--- src/rtl/mem_port_arbiter_pkg.sv ---
// Shared definitions for the instruction/data memory port arbiter.
package mem_port_arbiter_pkg;

  localparam int ADDR_W_DEF = 16;
  localparam int DATA_W_DEF = 16;

  typedef enum logic [1:0] {
    ST_IDLE   = 2'd0,
    ST_ACCESS = 2'd1,
    ST_RESP   = 2'd2
  } arb_state_e;

endpackage

--- src/rtl/mem_port_arbiter.sv ---
// Shares one single-cycle memory port between instruction fetch and load/store,
// with a bounded starvation guard that lets a waiting fetch through.
//
// state     | meaning
// ST_IDLE   | sampling requests, memory port quiet
// ST_ACCESS | one-cycle memory access with the latched address/data
// ST_RESP   | one-cycle ack pulse to the granted requester
module mem_port_arbiter
  import mem_port_arbiter_pkg::*;
#(
  parameter int ADDR_W     = ADDR_W_DEF,
  parameter int DATA_W     = DATA_W_DEF,
  parameter int STARVE_MAX = 2
) (
  input  logic              clock,
  input  logic              reset,
  input  logic              fetch_req,
  input  logic [ADDR_W-1:0] fetch_addr,
  output logic              fetch_ack,
  output logic [DATA_W-1:0] fetch_data,
  input  logic              data_req,
  input  logic              data_we,
  input  logic [ADDR_W-1:0] data_addr,
  input  logic [DATA_W-1:0] data_wdata,
  output logic              data_ack,
  output logic [DATA_W-1:0] data_rdata,
  output logic              mem_enable,
  output logic              mem_write_enable,
  output logic [ADDR_W-1:0] mem_address,
  output logic [DATA_W-1:0] mem_write_data,
  input  logic [DATA_W-1:0] mem_read_data,
  output logic              busy
);

  localparam int SW = (STARVE_MAX < 1) ? 1 : $clog2(STARVE_MAX + 1);

  arb_state_e    state;
  logic [SW-1:0] starve_cnt;
  logic          grant_is_data;
  logic          pick_data;
  logic          starve_full;

  assign starve_full = (starve_cnt == SW'(STARVE_MAX));

  // Data wins by default; fetch wins once it has been passed over STARVE_MAX times.
  always_comb begin
    pick_data = 1'b0;
    if (data_req && !(fetch_req && starve_full))
      pick_data = 1'b1;
  end

  // The mem_* registers double as the latched request, so ACCESS drives them directly.
  always_ff @(posedge clock or posedge reset) begin
    if (reset) begin
      state            <= ST_IDLE;
      starve_cnt       <= '0;
      grant_is_data    <= 1'b0;
      fetch_ack        <= 1'b0;
      data_ack         <= 1'b0;
      fetch_data       <= '0;
      data_rdata       <= '0;
      mem_enable       <= 1'b0;
      mem_write_enable <= 1'b0;
      mem_address      <= '0;
      mem_write_data   <= '0;
      busy             <= 1'b0;
    end else begin
      case (state)
        ST_IDLE: begin
          if (fetch_req || data_req) begin
            grant_is_data <= pick_data;
            mem_enable    <= 1'b1;
            busy          <= 1'b1;
            state         <= ST_ACCESS;
            if (pick_data) begin
              mem_address      <= data_addr;
              mem_write_enable <= data_we;
              mem_write_data   <= data_wdata;
              if (fetch_req && !starve_full)
                starve_cnt <= starve_cnt + 1'b1;
            end else begin
              mem_address      <= fetch_addr;
              mem_write_enable <= 1'b0;
              mem_write_data   <= '0;
              starve_cnt       <= '0;
            end
          end
        end
        ST_ACCESS: begin
          if (grant_is_data) begin
            if (!mem_write_enable)
              data_rdata <= mem_read_data;
            data_ack <= 1'b1;
          end else begin
            fetch_data <= mem_read_data;
            fetch_ack  <= 1'b1;
          end
          mem_enable       <= 1'b0;
          mem_write_enable <= 1'b0;
          mem_address      <= '0;
          mem_write_data   <= '0;
          state            <= ST_RESP;
        end
        ST_RESP: begin
          fetch_ack <= 1'b0;
          data_ack  <= 1'b0;
          busy      <= 1'b0;
          state     <= ST_IDLE;
        end
        default: begin
          state <= ST_IDLE;
          busy  <= 1'b0;
        end
      endcase
    end
  end

endmodule

--- config.mk ---
export PLATFORM = sky130hd
export DESIGN_NAME = mem_port_arbiter
export DESIGN_NICKNAME = d
export VERILOG_FILES = /design/src/rtl/mem_port_arbiter_pkg.sv /design/src/rtl/mem_port_arbiter.sv
export SDC_FILE = /design/constraint.sdc
export NUM_CORES = 1
export LEC_CHECK = 0
export CORE_MARGIN = 1
export CORE_UTILIZATION = 30
export DETAILED_ROUTE_END_ITERATION = 7
export PLACE_DENSITY_LB_ADDON = 0.12
export SETUP_SLACK_MARGIN = 0.15
export SYNTH_ARGS = -nofsm -noshare
export SYNTH_HDL_FRONTEND = slang
export SYNTH_SLANG_ARGS = --single-unit
--- constraint.sdc ---
create_clock -name clock -period 2.9 [get_ports clock]
set_clock_uncertainty 0.15 [all_clocks]
set_input_delay 0.29 -clock clock [delete_from_list [all_inputs] [get_ports clock]]
set_output_delay 0.29 -clock clock [all_outputs]
set_load 0.01 [all_outputs]
# ---- Yosys cells after proc, flatten, opt, wreduce, memory -nomap -nowiden
# Cells that the tools add are included.
dict set report op_classes {
  add_sub_neg 1
  n_eq_ne 7
  mux 21
  bitwise 3
  n_reduce_logical 17
}
# operator n
set ops {}
lappend ops {{$mux W16} 4}
lappend ops {{$pmux W16 S2} 2}
lappend ops {{$reduce_and A2 Y1} 6}
lappend ops {{$pmux W1 S2} 5}
lappend ops {{$mux W1} 6}
lappend ops {{$mux W2} 3}
lappend ops {{$ne A2 B2 Y1 const B} 3}
lappend ops {{$reduce_and A3 Y1} 2}
lappend ops {{$eq A2 B2 Y1 const B} 2}
lappend ops {{$pmux W2 S2} 1}
lappend ops {{$reduce_bool A2 Y1} 2}
lappend ops {{$logic_and A1 B1 Y1} 3}
lappend ops {{$not A1 Y1} 3}
lappend ops {{$add A2 B1 Y2 const B} 1}
lappend ops {{$eq A2 B1 Y1 const B} 1}
lappend ops {{$logic_not A1 Y1} 2}
lappend ops {{$logic_not A2 Y1} 1}
lappend ops {{$ne A2 B1 Y1 const B} 1}
lappend ops {{$logic_or A1 B1 Y1} 1}
dict set report totals {
  ff_bits 74
  in_bits 69
  out_inout_bits 69
  wordCells 61
}

# ---- Depth between registers and ports, before layout
# Gate-level depths: netlist of run 1.
dict set report logic_depth {
  ltp_word 8
  ltp_mapped 6
  mapped_depth_nobuf 5
}

# ---- Worst setup path after synthesis of run 1
# No wires, ideal clock.
dict set report synth_timing {
  path_type {flip-flop to flip-flop}
  startpoint {register starve_cnt[0]}
  endpoint {register mem_address[0]}
  setup_time_ns 0.126
  arrival_ns 1.415
  t_required_ns 2.624
  setup_slack_ns 1.209
  path_stages_with_launch 7
  path_buffers 1
  synth_period_minus_slack_ns 1.691
  cell_sequence {dfrtp_1 -> inv_1 -> ha_1 -> nand2b_1 -> clkbuf_1 -> and3_1 -> a221o_1}
}
dict set report synth_between {
  elab_chain_len 8
}
# item line
set synth_rtl {}
lappend synth_rtl {{start, declared} mem_port_arbiter.sv:38} ;# logic [SW-1:0] starve_cnt;
lappend synth_rtl {{start signal, assigned} mem_port_arbiter.sv:80} ;# starve_cnt <= starve_cnt + 1'b1;
lappend synth_rtl {{$eq A2 B2 Y1} mem_port_arbiter.sv:43} ;# assign starve_full = (starve_cnt == SW'(STARVE_MAX));
lappend synth_rtl {{$logic_and A1 B1 Y1} mem_port_arbiter.sv:48} ;# if (data_req && !(fetch_req && starve_full))
lappend synth_rtl {{$logic_not A1 Y1} mem_port_arbiter.sv:48}
lappend synth_rtl {{$logic_and A1 B1 Y1} mem_port_arbiter.sv:48}
lappend synth_rtl {{$mux W1} mem_port_arbiter.sv:48}
lappend synth_rtl {{$mux W16} mem_port_arbiter.sv:75} ;# if (pick_data) begin
lappend synth_rtl {{$mux W16} mem_port_arbiter.sv:70} ;# if (fetch_req || data_req) begin
lappend synth_rtl {{$pmux W16 S2} mem_port_arbiter.sv:68} ;# case (state)
lappend synth_rtl {{end signal, assigned} mem_port_arbiter.sv:76} ;# mem_address <= data_addr;
lappend synth_rtl {{end signal, assigned} mem_port_arbiter.sv:82} ;# mem_address <= fetch_addr;
lappend synth_rtl {{end, declared} mem_port_arbiter.sv:29} ;# output logic [ADDR_W-1:0] mem_address,
# Every way passes these cells. The select of a mux whose other input is x is not followed.
# A chain may end at the register's enable or synchronous reset.

# ---- Worst setup path in the final report of run 1
dict set report layout_timing {
  startpoint {register starve_cnt[0]}
  endpoint {register mem_address[7]}
}
# The elaborated chain is that of the path after synthesis.

==> results.txt, run 1 <==
----------------------------------------------------
[Clocking]
  Worst-Skew Late Latency ... 0.33 ns
  CTS tree ... built
  CTS Root Buffer Type ... clkbuf_8
  Post-CTS Repair Setup Buffers ... 0
  Count of cells resized by post-cts repair ... 0
  Num Clock Sinks ... 74
  Cts-stage hold buffer count ... 0
  Number of buffers created by CTS ... 9
  Max clock buf depth ... 2
  Worst-path clk slew ... 0.08 ns
  Number of H-tree levels ... 3

[Routing]
  Residual DRC ... 0
  Detailed Route Iter0 Violations ... 45
  Average wire per cell in the routed design ... ~15 µm
  Detail Route Antenna Nets ... 0
  Detailed-routing iteration count for the pre-antenna-repair pass ... 4
  Drt via density ... between 4 and 5
  Vias after detailed routing ... 2165
  Wirelength, routed ... 6900 µm

[Die]
  Number of top-level pins ... between 100 and 150
  Initial core utilization ... 0.314
  Floorplan Core Area ... 9330 µm²
  Die footprint ... 10200 µm²
  Chip Height ... slightly above 100 µm
  Cell row count ... 35
  Overall die width ... 101 µm

[Critical path]
  Sort of element at the end of the critical path ... flip-flop
  Crit-path max FO ... 26
  Category of the critical setup timing path ... flip-flop to flip-flop
  WP buf/inv ... 2
  Arrival time at the worst endpoint ... approximately 2 ns
  Kind of cell adding the most delay to the critical path ... compound AO/OA/AOI/OAI gates
  Crit path cell chain ... inv_1, ha_1, a2111oi_4, buf_12, a221o_1
  Critical path's slowest cell ... a2111oi_4
  Crit. Startpoint ... starve_cnt[0]
  Startpoint of the lowest-slack register-to-register path ... starve_cnt[0]
  Setup slack on the worst flop-to-flop path ... between 0.9 and 1 ns
  Biggest cell delay along the critical path ... 0.66 ns
  Critical path startpoint category ... flip-flop
  Data required time at the worst endpoint ... 3.03 ns

[STA]
  Minimum hold slack ... 0.215 ns
  Maximum clock frequency ... around 0.52 GHz
  Setup repair after global routing missed its margin ... no
  Minimum clock period ... slightly below 2 ns
  Share of the clock period used by the worst path ... 0.667
  Worst slew margin relative to its limit ... 0.526
  Setup Viol. Count Final ... 0
  Least-Margin Pin Slew ... 0.711 ns
  Number of hold-slack violations in the final timing report ... 0
  TNS Setup ... 0 ns
  Count of pins over their slew limit ... 0

[GRT]
  Via count of the first global-routing pass ... 2238
  Largest net degree at the start of global routing ... 40
  First-pass GRT wire length ... 11000 µm
  Remaining Overflow, GRT ... 0
  Total GRT Usage ... 0.142
  Number of antenna violations at the first check in global routing ... 0

[Place]
  Post-detailed-placement half-perimeter wirelength ... 4780 µm
  IO buf count ... roughly 140
  Weighted congestion reported at the end of routability-driven placement ... 0.687
  Cell total after placement ... 459
  Dpl cell area ... approximately 4500 µm²

[Final layout]
  Final design instance area without fill ... roughly 4600 µm²
  Synth-to-layout area growth ... 58.4%
  Count of non-filler cells in the finished layout ... 474
  Sequential cell area ... 1850 µm²
  Area occupied by multi-input gates ... 971 µm²
  Layout filler cell count ... 876
  Number of nets in the finished design ... 411
  Top library cells by usage in the layout, fill and taps aside ... clkdlybuf4s50_1, dfrtp_1, mux2_2
  Most common library cell in the layout ignoring fill and taps ... clkdlybuf4s50_1
  Inserted Diodes ... 0
  Fraction of layout instances using a drive strength above 1 ... 0.183
  Post-Route Utilization ... 0.497

[Synth]
  Synthesized instance count ... 198
  Synthesized Nets ... 268
  Yosys reg bits ... 74
  Compound-cell area share of the yosys netlist ... 0.133
  Area of the mapped netlist ... about 2900 µm²
  Synthesized area per cell ... 14.8 µm²
  Mux share of post-synthesis cell area ... 0.131
  Count of different cell masters after synthesis ... 26
  Dominant combinational cell family by area after synthesis ... compound AO/OA/AOI/OAI gates
  Synthesized-area fraction occupied by xor and xnor cells ... 0
  Synthesized-area fraction occupied by adder cells ... 0.00428
  Simple-gate area share of the yosys netlist ... 0.0637
  Sequential element share of the synthesized area ... 0.633
  Yosys warns ... 0

[Flow run]
  Max-cap violation count ... 0

[Pwr]
  Maximum vdd ir drop ... ~0.00032 V
  Leak Pwr ... 2.00 nW
  Pwr dens ... 1010 nW/µm²

[Outcome]
  Result of the run ... finished clean

[Hold path]
  Classification of the worst-slack hold path ... input pin to async pin

----------------------------------------------------
-- cells in the mapped netlist --
| cell | n | share of area |
|---|---|---|
| a2111oi_4 | 1 | 0.0094 |
| a21o_1 | 1 | 0.0026 |
| a21oi_1 | 2 | 0.0034 |
| a221o_1 | 16 | 0.055 |
| a22o_1 | 17 | 0.051 |
| and3_1 | 16 | 0.034 |
| buf_2 | 2 | 0.0034 |
| buf_4 | 5 | 0.013 |
| buf_6 | 2 | 0.0077 |
| clkbuf_1 | 3 | 0.0038 |
| dfrtp_1 | 74 | 0.63 |
| ha_1 | 1 | 0.0043 |
| inv_1 | 6 | 0.0077 |
| mux2_2 | 34 | 0.13 |
| nand2_1 | 2 | 0.0026 |
| nand2b_1 | 1 | 0.0021 |
| nand2b_4 | 1 | 0.0047 |
| nor2_1 | 5 | 0.0064 |
| nor2_2 | 1 | 0.0021 |
| nor3_1 | 1 | 0.0017 |
| nor3_4 | 1 | 0.0056 |
| nor3b_2 | 1 | 0.0043 |
| o21a_1 | 1 | 0.0026 |
| o21ai_0 | 2 | 0.0034 |
| o21ba_2 | 1 | 0.0034 |
| o21bai_1 | 1 | 0.0026 |
-- area by class of cell --
type,instances,area share
Sequential cell,74,0.399
Timing Repair Buffer,144,0.313
Multi-Input combinational cell,106,0.209
Tap cell,129,0.0348
Clock buffer,11,0.0327
Clock inverter,4,0.00594
Inverter,6,0.00513
-- report_power, final --
group / switching [W] / leakage (nW) / internal, W / total [W]
registers: 0.000291 / 0.918 / 0.00150 / 0.00179
logic: 0.000833 / 0.998 / 0.00135 / 0.00218
clock network: 0.000369 / 0.0834 / 0.000351 / 0.000720
total: 0.00149 / 2.00 / 0.00320 / 0.00470
-- state kept, by name, indices dropped and copies added, names as in the netlist --
| register | cells |
|---|---|
| grant_is_data | 1 |
| starve_cnt | 2 |
| data_ack | 1 |
| mem_write_data | 16 |
| mem_address | 16 |
| data_rdata | 16 |
| mem_write_enable | 1 |
| busy | 1 |
| mem_enable | 1 |
| fetch_ack | 1 |
| fetch_data | 16 |
| state | 2 |
-- path summary, 6_finish.rpt --
path,end,cells past startpoint
worst max-delay path,mem_address[7],5
worst min-delay path,mem_write_data[9],2
worst max register to register,mem_address[7],5
worst min register to register,fetch_data[9],1
max in group asynchronous,mem_write_data[4],3
min in group clock,fetch_data[9],1
-- logic make-up after synthesis --
group	Yosys count
buffers and inverters	18
DFF	74
adders and majority gates	1
muxes	34
AOI/OAI and AO/OA	42
and+or+nand+nor	29
-- per-stage QoR --
stage	power, W	setup slack, ns
floorplan	0.00285	0.578
global placement	0.00400	0.658
detailed placement	0.00403	0.618
CTS	0.00477	0.933
global route	0.00502	0.815
finish	0.00470	0.965
-- worst register-to-register path, cell delays in order (launching register included) --
cell and delay (ns):
dfrtp_1 0.36, inv_1 0.05, ha_1 0.23, a2111oi_4 0.66, buf_12 0.26, a221o_1 0.18
-- metal layers --
metal  up-vias  GRT usage  wire (µm)
li1       1018          -          -
met1      1037      0.182       3210
met2       108      0.212       2990
met3         2     0.0721        661
met4         0     0.0334         27
met5         -          0          0
Power figures use the tool's default switching activity.
==> run 2: changes to the inputs <==
==> constraint.sdc (replaced) <==
create_clock -name clock -period 1.7 [get_ports clock]
set_clock_uncertainty 0.15 [all_clocks]
set_input_delay 0.17 -clock clock [delete_from_list [all_inputs] [get_ports clock]]
set_output_delay 0.17 -clock clock [all_outputs]
set_load 0.01 [all_outputs]
==> results.txt, run 2 (synthesized netlist as in run 1, its figures left out) <==
----------------------------------------------------
[Outcome]
  Result of the run ... finished clean

[STA]
  Maximum clock frequency ... 0.621 GHz (+20%)
  Setup Viol. Count Final ... 0 (unchanged)
  Share of the clock period used by the worst path ... 0.947 (+0.280)
  Minimum clock period ... 1.61 ns (-0.325 ns)
  Number of hold-slack violations in the final timing report ... 0 (unchanged)
  Least-Margin Pin Slew ... 0.402 ns (-0.310 ns)
  Worst slew margin relative to its limit ... 0.732 (+0.206)
  Setup repair after global routing missed its margin ... yes
  Count of pins over their slew limit ... 0 (unchanged)

[Critical path]
  Critical path startpoint category ... flip-flop
  Setup slack on the worst flop-to-flop path ... 0.09 ns (-0.87 ns)
  Sort of element at the end of the critical path ... flip-flop
  Data required time at the worst endpoint ... 1.77 ns (-1.26 ns)
  Register-to-Register Path Depth ... 6 (+1)
  Category of the critical setup timing path ... flip-flop to flip-flop
  Arrival time at the worst endpoint ... 1.68 ns (-0.38 ns)
  Reg-to-Reg End ... mem_address[0]
  Startpoint of the lowest-slack register-to-register path ... starve_cnt[0]
  Crit-path max FO ... 9 (-65%)

[Clocking]
  Max clock buf depth ... 2 (unchanged)
  CTS tree ... built
  Number of H-tree levels ... 3 (unchanged)
  Num Clock Sinks ... 74 (unchanged)
  Worst-path clk slew ... 0.08 ns (about the same)
  Number of buffers created by CTS ... 9 (unchanged)
  CTS Root Buffer Type ... clkbuf_8
  Worst-Skew Late Latency ... 0.33 ns (about the same)

[Place]
  Weighted congestion reported at the end of routability-driven placement ... 0.672 (-2.2%)
  IO buf count ... 137 (unchanged)
  Cell total after placement ... 465 (+1.3%)
  Post-detailed-placement half-perimeter wirelength ... 4930 µm (+3.1%)

[Pwr]
  Switching fraction of total power ... 0.315 (-0.00306)
  Maximum vdd ir drop ... 0.000531 V (+66%)
  Pwr dens ... 1750 nW/µm² (+72%)
  Clock Power Share ... 0.196 (+0.043)
  Cell-internal power ... 0.00594 W (+85%)
  Sequential share of power ... 0.350 (-0.032)
  Leak Pwr ... 2.39 nW (+19%)
  Power share of the combinational group ... 0.454 (-0.010)
  Switching component of the power ... 0.00273 W (+83%)

[Routing]
  Vias after detailed routing ... 2219 (+2.5%)
  Detailed-routing iteration count for the pre-antenna-repair pass ... 4 (unchanged)
  Average wire per cell in the routed design ... 15.6 µm (+7.0%)
  Wirelength, routed ... 7650 µm (+11%)
  Drt via density ... 4.52 (-1.1%)
  Residual DRC ... 0 (unchanged)
  Detailed Route Iter0 Violations ... 67 (+49%)
  Detail Route Antenna Nets ... 0 (unchanged)

[Die]
  Initial core utilization ... 0.314 (unchanged)
  Die footprint ... 10200 µm² (unchanged)
  Cell row count ... 35 (unchanged)
  Chip Height ... 101 µm (unchanged)
  Floorplan Core Area ... 9330 µm² (unchanged)
  Number of top-level pins ... 138 (unchanged)
  Overall die width ... 101 µm (unchanged)

[Final layout]
  Number of nets in the finished design ... 427 (+3.9%)
  Most common library cell in the layout ignoring fill and taps ... dfrtp_1
  Synth-to-layout area growth ... 69.6%
  Post-Route Utilization ... 0.532 (+0.0351)
  Inserted Diodes ... 0 (unchanged)
  Count of non-filler cells in the finished layout ... 491 (+3.6%)
  Fraction of layout instances using a drive strength above 1 ... 0.240 (+0.0577)
  Top library cells by usage in the layout, fill and taps aside ... dfrtp_1, clkdlybuf4s50_1, dlygate4sd2_1

[GRT]
  Number of antenna violations at the first check in global routing ... 0 (unchanged)
  Remaining Overflow, GRT ... 0 (unchanged)
  Via count of the first global-routing pass ... 2363 (+5.6%)
  Largest net degree at the start of global routing ... 75 (+88%)
  First-pass GRT wire length ... 11800 µm (+7.2%)
  Total GRT Usage ... 0.155 (+0.0132)

[Hold path]
  Classification of the worst-slack hold path ... input pin to async pin

[Flow run]
  Max-cap violation count ... 0 (unchanged)

----------------------------------------------------
run 2: cell types whose count changed in the layout (fill, tap and decap cells not counted), moves of 3 or more:
cell,delta
bufinv_16,+3
and3_1,-4
dlygate4sd2_1,+68
mux2_4,+24
and3_4,+4
buf_4,+8
mux2_2,-24
clkdlybuf4s50_1,-69
run 2: what timing repair did:
action | CTS | global route
hold buffers | 0 | 0
pin swaps | 0 | 2
gates resized for setup | 76 | 20
endpoints found under the setup margin | 123 | 53
gates cloned | 2 | 1
setup buffers | 3 | 4
run 2: worst max-delay path, stage by stage (launching register included):
cell and delay, ns:
dfrtp_1 0.40, inv_2 0.08, ha_4 0.16, a2111oi_4 0.07, buf_4 0.16, buf_8 0.13, a221o_1 0.33
run 2: layer usage:
| metal | part of all wire | global-route usage | vias up |
|---|---|---|---|
| met2 | 0.46 | 0.239 | 100 |
| met4 | 0.012 | 0.0792 | 0 |
| li1 | - | - | 1058 |
| met1 | 0.45 | 0.194 | 1052 |
| met3 | 0.079 | 0.0513 | 9 |
| met5 | 0 | 0 | - |
run 2: cell type report:
class,count,area (µm²)
fill,858,4360
sequential,74,1850
timing repair buffer,159,1540
multi-input combinational,107,1130
tap,129,161
clock buffer,12,155
clock inverter,4,97.6
inverter,6,26.3
run 2: worst max-delay path by stage:
stage,from,to,slack (ns)
final,starve_cnt[0],mem_address[0],0.09
after global routing,starve_cnt[0],mem_address[12],0.03
after CTS,starve_cnt[0],mem_address[0],0.09
after detailed placement,data_req,mem_address[9],-0.1
after global placement,data_req,mem_write_data[10],-0.07
after floorplan,state[1],data_rdata[0],0.02
run 2: power by group through the flow:
stage / Clock (W) / Combinational (W) / Sequential, W
2_1_floorplan: 0 / 0.00165 / 0.00336
3_3_place_gp: 0 / 0.00402 / 0.00307
3_5_place_dp: 0 / 0.00407 / 0.00307
4_1_cts: 0.00175 / 0.00370 / 0.00303
5_1_grt: 0.00183 / 0.00424 / 0.00315
6_report: 0.00170 / 0.00393 / 0.00303
run 2: per-stage QoR:
step	TNS (ns)	area, µm²	hold slack [ns]	power [W]	setup slack, ns
detailed placement	-2.89	4600	0.331	0.00714	-0.0982
CTS	0	4830	0.140	0.00848	0.0877
global route	0	4960	0.151	0.00922	0.0290
floorplan	0	3010	0.160	0.00501	0.0203
finish	0	4960	0.110	0.00866	0.0901
global placement	-2.03	4600	0.332	0.00709	-0.0678
==> run 3: changes to the inputs <==
--- a/config.mk
+++ b/config.mk
@@ -6,7 +6,7 @@
 export NUM_CORES = 1
 export LEC_CHECK = 0
 export CORE_MARGIN = 1
-export CORE_UTILIZATION = 30
+export CORE_UTILIZATION = 37
 export DETAILED_ROUTE_END_ITERATION = 7
 export PLACE_DENSITY_LB_ADDON = 0.12
 export SETUP_SLACK_MARGIN = 0.15
==> results.txt, run 3 (synthesized netlist as in run 1, its figures left out) <==
----------------------------------------------------
[Place]
  IO buf count ... 137 (unchanged)
  Cell total after placement ... 437 (-6.0%)
  Post-detailed-placement half-perimeter wirelength ... 5060 µm (+2.5%)
  Weighted congestion reported at the end of routability-driven placement ... 0.714 (+6.2%)

[Critical path]
  Startpoint of the lowest-slack register-to-register path ... starve_cnt[0]
  Register-to-Register Path Depth ... 6 (unchanged)
  Arrival time at the worst endpoint ... 1.74 ns (+0.06 ns)
  Data required time at the worst endpoint ... 1.82 ns (+0.05 ns)
  Sort of element at the end of the critical path ... flip-flop
  Setup slack on the worst flop-to-flop path ... 0.08 ns (about the same)
  Category of the critical setup timing path ... flip-flop to flip-flop
  Reg-to-Reg End ... mem_address[6]
  Crit-path max FO ... 12 (+3)
  Critical path startpoint category ... flip-flop

[Routing]
  Detailed-routing iteration count for the pre-antenna-repair pass ... 4 (unchanged)
  Detailed Route Iter0 Violations ... 34 (-49%)
  Wirelength, routed ... 7580 µm (-0.80%)
  Residual DRC ... 0 (unchanged)
  Drt via density ... 4.96 (+9.8%)
  Vias after detailed routing ... 2298 (+3.6%)
  Detail Route Antenna Nets ... 0 (unchanged)
  Average wire per cell in the routed design ... 16.4 µm (+5.2%)

[Final layout]
  Number of nets in the finished design ... 428 (+0.23%)
  Count of non-filler cells in the finished layout ... 463 (-5.7%)
  Most common library cell in the layout ignoring fill and taps ... dfrtp_1
  Synth-to-layout area growth ... 65.9%
  Layout filler cell count ... 643 (-25%)
  Inserted Diodes ... 0 (unchanged)
  Fraction of layout instances using a drive strength above 1 ... 0.241 (+0.000666)
  Top library cells by usage in the layout, fill and taps aside ... dfrtp_1, clkdlybuf4s50_1, dlygate4sd2_1

[STA]
  Minimum hold slack ... 0.136 ns (+0.0267 ns)
  Share of the clock period used by the worst path ... 0.953 (+0.00607)
  Count of pins over their slew limit ... 0 (unchanged)
  Number of hold-slack violations in the final timing report ... 0 (unchanged)
  Setup Viol. Count Final ... 0 (unchanged)
  Worst slew margin relative to its limit ... 0.746 (+0.0141)
  Least-Margin Pin Slew ... 0.380 ns (-0.0212 ns)
  Setup repair after global routing missed its margin ... yes
  Minimum clock period ... 1.62 ns (+0.0103 ns)
  Maximum clock frequency ... 0.617 GHz (-0.64%)

[GRT]
  Number of antenna violations at the first check in global routing ... 0 (unchanged)
  Total GRT Usage ... 0.193 (+0.0386)
  First-pass GRT wire length ... 12200 µm (+3.9%)
  Remaining Overflow, GRT ... 0 (unchanged)
  Via count of the first global-routing pass ... 2387 (+1.0%)
  Largest net degree at the start of global routing ... 75 (unchanged)

[Clocking]
  CTS tree ... built
  CTS Root Buffer Type ... clkbuf_8
  Worst-path clk slew ... 0.07 ns (about the same)
  Num Clock Sinks ... 74 (unchanged)
  Worst-Skew Late Latency ... 0.33 ns (about the same)
  Number of H-tree levels ... 3 (unchanged)
  Number of buffers created by CTS ... 9 (unchanged)
  Max clock buf depth ... 2 (unchanged)
  Cts-stage hold buffer count ... 0 (unchanged)

[Hold path]
  Classification of the worst-slack hold path ... input pin to async pin

[Pwr]
  Maximum vdd ir drop ... 0.000661 V (+25%)
  Leak Pwr ... 2.38 nW (-0.14%)
  Total chip power ... 0.00822 W (-5.1%)
  Pwr dens ... 1690 nW/µm² (-3.0%)

[Die]
  Floorplan Core Area ... 7690 µm² (-18%)
  Number of top-level pins ... 138 (unchanged)
  Die footprint ... 8270 µm² (-19%)
  Initial core utilization ... 0.381 (+0.0669)
  Chip Height ... 90.9 µm (-9.8%)
  Overall die width ... 90.9 µm (-9.8%)
  Cell row count ... 32 (-8.6%)

[Outcome]
  Result of the run ... finished clean

[Flow run]
  Max-cap violation count ... 0 (unchanged)

----------------------------------------------------
## run 3: changes by cell type in the layout (fill, tap and decap cells not counted), sizes merged
cell          change
dlygate4sd2       -6
dlymetal6s2s      +6
buf               +2
bufinv            -2
clkinv            +2
clkbuf            -1
clkinvlp          -1
nand2b            -1
## run 3: what timing repair did
item | in CTS | in global routing
buffers inserted | 4 | 5
resized for setup | 67 | 12
pin swaps | 0 | 6
endpoints found under the setup margin | 132 | 59
cloned | 1 | 2
## run 3: cell type report
cell class,instances,area [µm²],area share
Clock inverter,3,40.0,0.00825
Multi-Input combinational cell,106,1060,0.218
Tap cell,102,128,0.0263
Inverter,6,26.3,0.00541
Clock buffer,11,151,0.0312
Sequential cell,74,1850,0.382
Timing Repair Buffer,161,1600,0.329
## run 3: layer usage
metal / global-route usage / part of all wire
met3: 0.0419 / 0.065
met2: 0.304 / 0.49
met4: 0.0913 / 0.021
met5: 0 / 0
met1: 0.256 / 0.42
## run 3: how the worst max path moves through the flow
stage             startpoint                 to  slack (ns)  cells after the start
5_1_grt        starve_cnt[0]     mem_address[6]        0.02                      6
2_1_floorplan       state[1]      data_rdata[0]        0.02                      5
3_5_place_dp        data_req  mem_write_data[2]       -0.11                      5
3_3_place_gp       fetch_req      starve_cnt[1]       -0.06                      4
6_report       starve_cnt[0]     mem_address[6]        0.08                      6
4_1_cts        starve_cnt[0]    mem_address[13]        0.09                      6
## run 3: through the flow
step                      setup WS (ns)   util  area (µm²)  setup TNS, ns
after floorplan                  0.0203      -        3010              0
after global placement          -0.0614  0.594        4570          -1.30
after detailed placement         -0.107  0.594        4570          -2.37
after CTS                        0.0887  0.616        4740              0
after global routing             0.0228  0.632        4850              0
final                            0.0798  0.632        4850              0
## run 3: critical path, stage by stage (launching register included)
cell	delay [ns]
dfrtp_1	0.38
inv_2	0.06
ha_4	0.17
a2111oi_4	0.30
buf_6	0.18
clkbuf_16	0.16
a221o_1	0.15
## run 3: power by group
group | switching, W | total, W | leakage (nW) | internal, W
logic | 0.00163 | 0.00387 | 1.36 | 0.00224
clock network | 0.000588 | 0.00132 | 0.101 | 0.000737
registers | 0.000454 | 0.00302 | 0.916 | 0.00257
